### src/rtl/pc_stack_unit_if.sv
// Command/status bundle between instruction decode and the PC/return-stack unit.
// The wrap member exists only when PC_WRAP_FLAG_EN is defined.
interface pc_stack_unit_if #(
   parameter int WIDTH       = 8,
   parameter int STACK_DEPTH = 4
);
   localparam int LVL_W = $clog2(STACK_DEPTH + 1);

   logic             en;
   logic             load;
   logic             call;
   logic             ret;
   logic [WIDTH-1:0] target;
   logic [WIDTH-1:0] pc;
   logic             stack_empty;
   logic             stack_full;
   logic [LVL_W-1:0] stack_level;
   logic             err;
`ifdef PC_WRAP_FLAG_EN
   logic             wrap;
`endif

   modport master (
`ifdef PC_WRAP_FLAG_EN
      input  wrap,
`endif
      output en, load, call, ret, target,
      input  pc, stack_empty, stack_full, stack_level, err
   );

   modport slave (
`ifdef PC_WRAP_FLAG_EN
      output wrap,
`endif
      input  en, load, call, ret, target,
      output pc, stack_empty, stack_full, stack_level, err
   );
endinterface

### src/rtl/pc_stack_unit.sv
// Program counter with STEP advance, jumps, and a LIFO return-address stack.
// Optional macro PC_WRAP_FLAG_EN adds a one-cycle wrap pulse after a carrying en-advance.
module pc_stack_unit #(
   parameter int               WIDTH        = 8,
   parameter int               STEP         = 1,
   parameter logic [WIDTH-1:0] RESET_VECTOR = '0,
   parameter int               STACK_DEPTH  = 4
) (
   input logic           clk,
   input logic           rst,
   pc_stack_unit_if.slave bus
);
   localparam int LVL_W = $clog2(STACK_DEPTH + 1);
   localparam int IDX_W = (STACK_DEPTH > 1) ? $clog2(STACK_DEPTH) : 1;
   localparam logic [WIDTH:0]   STEP_EXT = (WIDTH + 1)'(STEP);
   localparam logic [LVL_W-1:0] LVL_FULL = LVL_W'(STACK_DEPTH);
   localparam logic [LVL_W-1:0] LVL_ONE  = LVL_W'(1);

   typedef enum logic [2:0] {
      OP_HOLD,
      OP_EN,
      OP_LOAD,
      OP_CALL,
      OP_RET,
      OP_OFLOW,
      OP_UFLOW
   } op_t;

   op_t              op;
   logic [WIDTH-1:0] pc_q;
   logic [WIDTH-1:0] pc_inc;
   logic             carry;
   logic [LVL_W-1:0] level_q;
   logic             err_q;
   logic             empty;
   logic             full;
   logic [IDX_W-1:0] wr_idx;
   logic [IDX_W-1:0] rd_idx;
   logic [WIDTH-1:0] stack_mem [STACK_DEPTH];

   assign {carry, pc_inc} = {1'b0, pc_q} + STEP_EXT;
   assign empty  = (level_q == '0);
   assign full   = (level_q == LVL_FULL);
   // Push slot is the current level; the top entry sits one below it.
   assign wr_idx = level_q[IDX_W-1:0];
   assign rd_idx = IDX_W'(level_q - LVL_ONE);

   always_comb begin
      op = OP_HOLD;
      if (bus.ret)       op = empty ? OP_UFLOW : OP_RET;
      else if (bus.call) op = full ? OP_OFLOW : OP_CALL;
      else if (bus.load) op = OP_LOAD;
      else if (bus.en)   op = OP_EN;
   end

   always_ff @(posedge clk or posedge rst) begin
      if (rst) begin
         pc_q    <= RESET_VECTOR;
         level_q <= '0;
         err_q   <= 1'b0;
      end else begin
         case (op)
            OP_RET: begin
               pc_q    <= stack_mem[rd_idx];
               level_q <= level_q - LVL_ONE;
            end
            OP_CALL: begin
               pc_q    <= bus.target;
               level_q <= level_q + LVL_ONE;
            end
            OP_LOAD:            pc_q  <= bus.target;
            OP_EN:              pc_q  <= pc_inc;
            OP_OFLOW, OP_UFLOW: err_q <= 1'b1;
            default: ;
         endcase
      end
   end

   // Stack storage carries data only, so it is not reset.
   always_ff @(posedge clk) begin
      if (op == OP_CALL) stack_mem[wr_idx] <= pc_inc;
   end

`ifdef PC_WRAP_FLAG_EN
   logic wrap_q;

   always_ff @(posedge clk or posedge rst) begin
      if (rst) wrap_q <= 1'b0;
      else     wrap_q <= (op == OP_EN) && carry;
   end

   assign bus.wrap = wrap_q;
`endif

   assign bus.pc          = pc_q;
   assign bus.stack_level = level_q;
   assign bus.stack_empty = empty;
   assign bus.stack_full  = full;
   assign bus.err         = err_q;
endmodule

### src/flat_wrapper.sv
// flat-port wrapper written by rule: the top's interface ports become plain ports
module pc_stack_unit_flat 
#(
   parameter int               WIDTH        = 8,
   parameter int               STEP         = 1,
   parameter logic [WIDTH-1:0] RESET_VECTOR = '0,
   parameter int               STACK_DEPTH  = 4
)
  (clk, rst, bus_en, bus_load, bus_call, bus_ret, bus_target, bus_pc, bus_stack_empty, bus_stack_full, bus_stack_level, bus_err);
  pc_stack_unit_if #(.WIDTH(WIDTH), .STACK_DEPTH(STACK_DEPTH)) bus_i ();
  input logic clk;
  input logic rst;
  input wire logic [$bits(bus_i.en)-1:0] bus_en;
  input wire logic [$bits(bus_i.load)-1:0] bus_load;
  input wire logic [$bits(bus_i.call)-1:0] bus_call;
  input wire logic [$bits(bus_i.ret)-1:0] bus_ret;
  input wire logic [$bits(bus_i.target)-1:0] bus_target;
  output wire logic [$bits(bus_i.pc)-1:0] bus_pc;
  output wire logic [$bits(bus_i.stack_empty)-1:0] bus_stack_empty;
  output wire logic [$bits(bus_i.stack_full)-1:0] bus_stack_full;
  output wire logic [$bits(bus_i.stack_level)-1:0] bus_stack_level;
  output wire logic [$bits(bus_i.err)-1:0] bus_err;
  assign bus_i.en = bus_en;
  assign bus_i.load = bus_load;
  assign bus_i.call = bus_call;
  assign bus_i.ret = bus_ret;
  assign bus_i.target = bus_target;
  assign bus_pc = bus_i.pc;
  assign bus_stack_empty = bus_i.stack_empty;
  assign bus_stack_full = bus_i.stack_full;
  assign bus_stack_level = bus_i.stack_level;
  assign bus_err = bus_i.err;
  pc_stack_unit #(.WIDTH(WIDTH), .STEP(STEP), .RESET_VECTOR(RESET_VECTOR), .STACK_DEPTH(STACK_DEPTH)) u_core (.clk(clk), .rst(rst), .bus(bus_i));
endmodule
### config.mk
export PLATFORM = sky130hd
export DESIGN_NAME = pc_stack_unit_flat
export DESIGN_NICKNAME = d
export VERILOG_FILES = /design/src/rtl/pc_stack_unit_if.sv /design/src/rtl/pc_stack_unit.sv /design/src/flat_wrapper.sv
export SDC_FILE = /design/constraint.sdc
export NUM_CORES = 1
export LEC_CHECK = 0
export ABC_AREA = 1
export CORE_MARGIN = 3
export CORE_UTILIZATION = 39
export CTS_CLUSTER_SIZE = 14
export DETAILED_ROUTE_END_ITERATION = 10
export SETUP_SLACK_MARGIN = 0.5
export SYNTH_ARGS = -nofsm -noshare
export SYNTH_HDL_FRONTEND = slang
export SYNTH_SLANG_ARGS = --single-unit
### constraint.sdc
create_clock -name clk -period 3.25 [get_ports clk]
set_input_delay 0.8125 -clock clk [delete_from_list [all_inputs] [get_ports clk]]
set_output_delay 0.8125 -clock clk [all_outputs]
set_load 0.005 [all_outputs]
## After elaboration in Yosys (flattened, before gate mapping)

Memories as Yosys holds them, arrays and structs flattened.
Cells that the tools add are included.

| word-level totals | value |
|---|---|
| bits in writable memories | 32 |
| memories | 1 |
| logic and storage cells | 29 |
| flip-flop bits (word level) | 12 |

| operators by class | value |
|---|---|
| multiplexer cells | 10 |
| reductions and logical operators | 5 |
| eq/ne operators | 7 |
| $add $sub $neg | 3 |

Memory list:

| memory | depth | bits a word | rd ports | clocked after memory_dff | wr ports | line | RTL |
|---|---|---|---|---|---|---|---|
| u_core.stack_mem | 4 | 8 | 1 | 0 | 1 | pc_stack_unit.sv:39 | `logic [WIDTH-1:0] stack_mem [STACK_DEPTH];` |

Operators with widths:

| kind | count |
|---|---|
| one-hot mux 8 bit (3 select lines) | 1 |
| == test 3 bit (second input constant) | 4 |
| two-way mux 3 bit | 4 |
| adder 8 x 1 -> 8 bit (second input constant) | 1 |
| == test 3 x 2 -> 1 bit (second input constant) | 2 |
| one-hot mux 3 bit (2 select lines) | 1 |
| OR reduction 2 bit | 2 |
| adder 3 x 1 -> 3 bit (second input constant) | 1 |
| == test 3 x 1 -> 1 bit (second input constant) | 1 |
| zero test 3 bit | 1 |
| two-way mux 1 bit | 3 |
| nonzero test 3 bit | 1 |
| subtractor 3 x 1 -> 3 bit (second input constant) | 1 |
| two-way mux 2 bit | 1 |
| nonzero test 2 bit | 1 |

## Logic depth before layout (Yosys ltp)

| depth | value |
|---|---|
| word-level depth | 7 |
| depth in mapped cells | 13 |
| mapped depth without buffers | 11 |

## Worst setup path before layout

OpenSTA, ideal clock, no wires.

| path | value |
|---|---|
| kind | register to register |
| start | reg u_core.level_q[0] (netlist: u_core.bus.stack_level[0]) |
| end | mem u_core.stack_mem[1][0] (enable) |
| setup slack | 854 ps |
| cell stages (with the launch flop) | 11 |
| buffers on the path | 2 |
| required time | 2,879 ps |
| data arrival time | 2,025 ps |
| cells stage by stage | dfrtp_1 > buf_2 > inv_2 > buf_2 > ha_1 > inv_2 > nor2_2 > nand2_1 > nand2_1 > nand2_2 > nor2_1 |

RTL lines:

| element | line | RTL |
|---|---|---|
| start, declared | pc_stack_unit.sv:33 | `logic [LVL_W-1:0] level_q;` |
| start signal, assigned | pc_stack_unit.sv:65 | `level_q <= level_q - LVL_ONE;` |
| start signal, assigned | pc_stack_unit.sv:69 | `level_q <= level_q + LVL_ONE;` |
| zero test 3 bit | pc_stack_unit.sv:42 | `assign empty = (level_q == '0);` |
| net bus_stack_empty | flat_wrapper.sv:19 | `output wire logic [$bits(bus_i.stack_empty)-1:0] bus_stack_empty;` |
| two-way mux 2 bit | pc_stack_unit.sv:50 | `if (bus.ret) op = empty ? OP_UFLOW : OP_RET;` |
| two-way mux 3 bit | pc_stack_unit.sv:50 |  |
| == test 3 x 2 -> 1 bit | pc_stack_unit.sv:81 | `if (op == OP_CALL) stack_mem[wr_idx] <= pc_inc;` |
| two-way mux 1 bit | pc_stack_unit.sv:81 |  |
| two-way mux 1 bit (not written as such) | pc_stack_unit.sv:81 |  |
| end, declared | pc_stack_unit.sv:39 |  |

The timed path passes the listed nets, and every way through them passes these cells.

## Final worst setup path

| path | value |
|---|---|
| start | reg u_core.level_q[0] (netlist: u_core.bus.stack_level[0]) |
| end | out bus_stack_empty |

| on the way | value |
|---|---|
| longest elaborated chain between the ends | 1 |

RTL lines:

| element | line |
|---|---|
| zero test 3 bit | pc_stack_unit.sv:42 |
| end, declared | flat_wrapper.sv:19 |

No other way between the ends.

==> metrics <==
status=completed; max-slew violations=0; Async S/R FF share, synth=27.27%; critical path launch point type=register; die extent in y=approximately 85 um; Syn. warnings=0; most frequent cell after synthesis=nand2_1; Core Rows=27; CTS Root Cell=clkbuf_8; Syn Area/Cell=8.883 sq um; syn nets=between 200 and 300; Post-Syn Instances=271; Final TNS setup=0 ns; routed len/inst=about 14 um; arrival time at the worst endpoint=1.80 ns; Crit path required time=about 2.4 ns; Final min period=2.616 ns; Final nets=322; gr ovfl total=0; GRT Resource Usage Total=16.43%; RSZ-0062 raised after global routing=false; first-pass GRT wire length=9356 um; placed insts=367; overall power=approximately 2500 uW; TritonCTS Buffers=5; R2R Path End=u_core.stack_mem[0][1]; Hold Crit Endpoint=u_core.bus.err; Min-Delay Path Depth=2; fillers=between 500 and 600; Yosys cell types=25; # diodes=0; main flop type after synthesis=edfxtp_1; vias in the first global route=1842; Power Density=between 800 and 900 nW/um^2; Die X=84.57 um; Final setup viols=0; Starting DRT DRC Count=145; drt pass-1 iters=6; Setup WS post-layout=0.6343 ns; largest net degree at the start of global routing=21; post-synth top area share=39.92%; DRC=0; Core ar.=5743 sq um; sequential-to-total area share from yosys stat=a little over half; maximum vdd drop=317.8 uV; Starting Density=41.92%; Final Non-Filler Cells=roughly 380; post-place setup slack=0.6503 ns; Tightest Pin Transition=between 0.5 and 0.6 ns; Hold Path Origin=u_core.bus.err; Setup Crit Path Kind=reg -> out; clock sinks=44; GPL Wtd Cong=0.7854; H-Tree Depth=2; Synth Cell Area=around 2400 sq um; antenna-violating nets left=0; Port Buffer Count=27; layout cells sized above 1=a little under an eighth; fin crit share=roughly four fifths; Final HPWL DP=3968 um; worst-case clock buffer depth=2; RR Startpoint=u_core.bus.stack_level[0]; Synth area leader=edfxtp_1; worst hold path class=reg -> reg; synth top area cells=edfxtp_1 (40%), nand2_1 (14%), dfrtp_1 (12%), nand3_1 (6.4%), inv_1 (5.3%); Max transition margin=62.89%; Synth-to-Final Area Change=19.49%; FF+latch count, synth=between 40 and 50; CTS tree=yes; Hold Fails Final Rpt=0; crit path capture type=output pin; critical path fanouts, max=19; Detailed Route WL=5325 um; max-cap check violation count=0; Via density=4.875; Setup Fix Bufs, Post-CTS=0; Die ar.=~7200 sq um; worst-skew pair later-pin latency=0.29 ns; fmax=approximately 380 MHz; Final Skew=0.005856 ns; number of enable flip-flop cells after synthesis=32; LEAKAGE=0.001306 uW; r2r setup slk=1.25 ns; Vias=1828; post-cts hold buffer count=0; Post-synth top cells=nand2_1 (92), inv_1 (34), edfxtp_1 (32); Worst-path clk slew=0.08 ns; initial antenna violation count=0; R2R depth=9; Top Ports=28
[where the power goes]
group / switching (uW) / total, uW / internal (uW)
combinational: 685 / 1130 / 442
sequential: 129 / 909 / 779
clock: 179 / 427 / 248
[flip-flops by register name, summed over array words and instances (netlist names)]
name                    count
u_core.bus.pc               8
u_core.bus.err              1
u_core.bus.stack_level      3
u_core.stack_mem           32
[critical path, cell delays in order, from the launching register on]
cell and delay (ns):
dfrtp_1 0.43, inv_6 0.15, ha_2 0.26, inv_2 0.07, nor2_2 0.09, clkdlybuf4s50_1 0.51
[per-stage QoR]
stage | hold WS, ns | cell area [sq um] | utilization, %
floorplan | 0.4570 | 2407 | -
global placement | 0.4500 | 2753 | 47.93
detailed placement | 0.4496 | 2753 | 47.93
CTS | 0.4707 | 2874 | 50.04
global route | 0.4866 | 2877 | 50.09
finish | 0.4664 | 2877 | 50.09
[cell families (layout without fill, tap and decap cells)]
| family | after synthesis | in the layout | share of synthesized area [%] |
|---|---|---|---|
| and+or+nand+nor | 154 | 154 | 31.13 |
| buffers and inverters | 49 | 81 | 8.680 |
| AOI/OAI and AO/OA | 12 | 12 | 2.494 |
| DFF | 44 | 44 | 52.39 |
| xor gates and xnor gates | 6 | 6 | 2.183 |
| adders and majority gates | 6 | 6 | 3.118 |
[repair_timing]
item | 4_1_cts | 5_1_grt
endpoints found under the setup margin | 2 | 1
gates resized for setup | 2 | 1
gates cloned | 0 | 0
[cells in the final DEF (no fill, tap or decap), types with 6 or more instances in the layout]
master / Yosys / layout
nor2_1: 12 / 12
nand3_1: 31 / 31
nand2_1: 92 / 92
clkbuf_8: 0 / 6
nand3_2: 8 / 8
edfxtp_1: 32 / 32
clkdlybuf4s50_1: 0 / 27
inv_1: 34 / 34
o21ai_0: 11 / 11
dfrtp_1: 12 / 12
[cell type report]
type,count,area [sq um],share of cell area [%]
sequential,44,1261,43.85
multi-input combinational,178,939.7,32.67
timing repair buffer,32,307.8,10.70
inverter,41,161.4,5.611
tap,72,90.09,3.132
clock buffer,6,82.58,2.871
clock inverter,2,33.78,1.174
[worst max-delay path by stage]
stage	startpoint	end	depth (start not counted)
6_report	u_core.bus.stack_level[0]	bus_stack_empty	5
5_1_grt	u_core.bus.stack_level[0]	bus_stack_empty	5
4_1_cts	u_core.bus.stack_level[0]	bus_stack_empty	5
3_5_place_dp	bus_call	u_core.stack_mem[0][1]	7
3_3_place_gp	bus_call	u_core.stack_mem[1][5]	7
2_1_floorplan	u_core.bus.stack_level[0]	u_core.stack_mem[1][0]	10
[per-layer routing]
layer | global-route usage, % | vias up | routed length [um]
met4 | 3.453 | 0 | 25
met2 | 25.77 | 28 | 2512
li1 | - | 925 | -
met1 | 23.57 | 873 | 2615
met3 | 3.337 | 2 | 172
met5 | 0 | - | 0
Power figures use the tool's default switching activity.
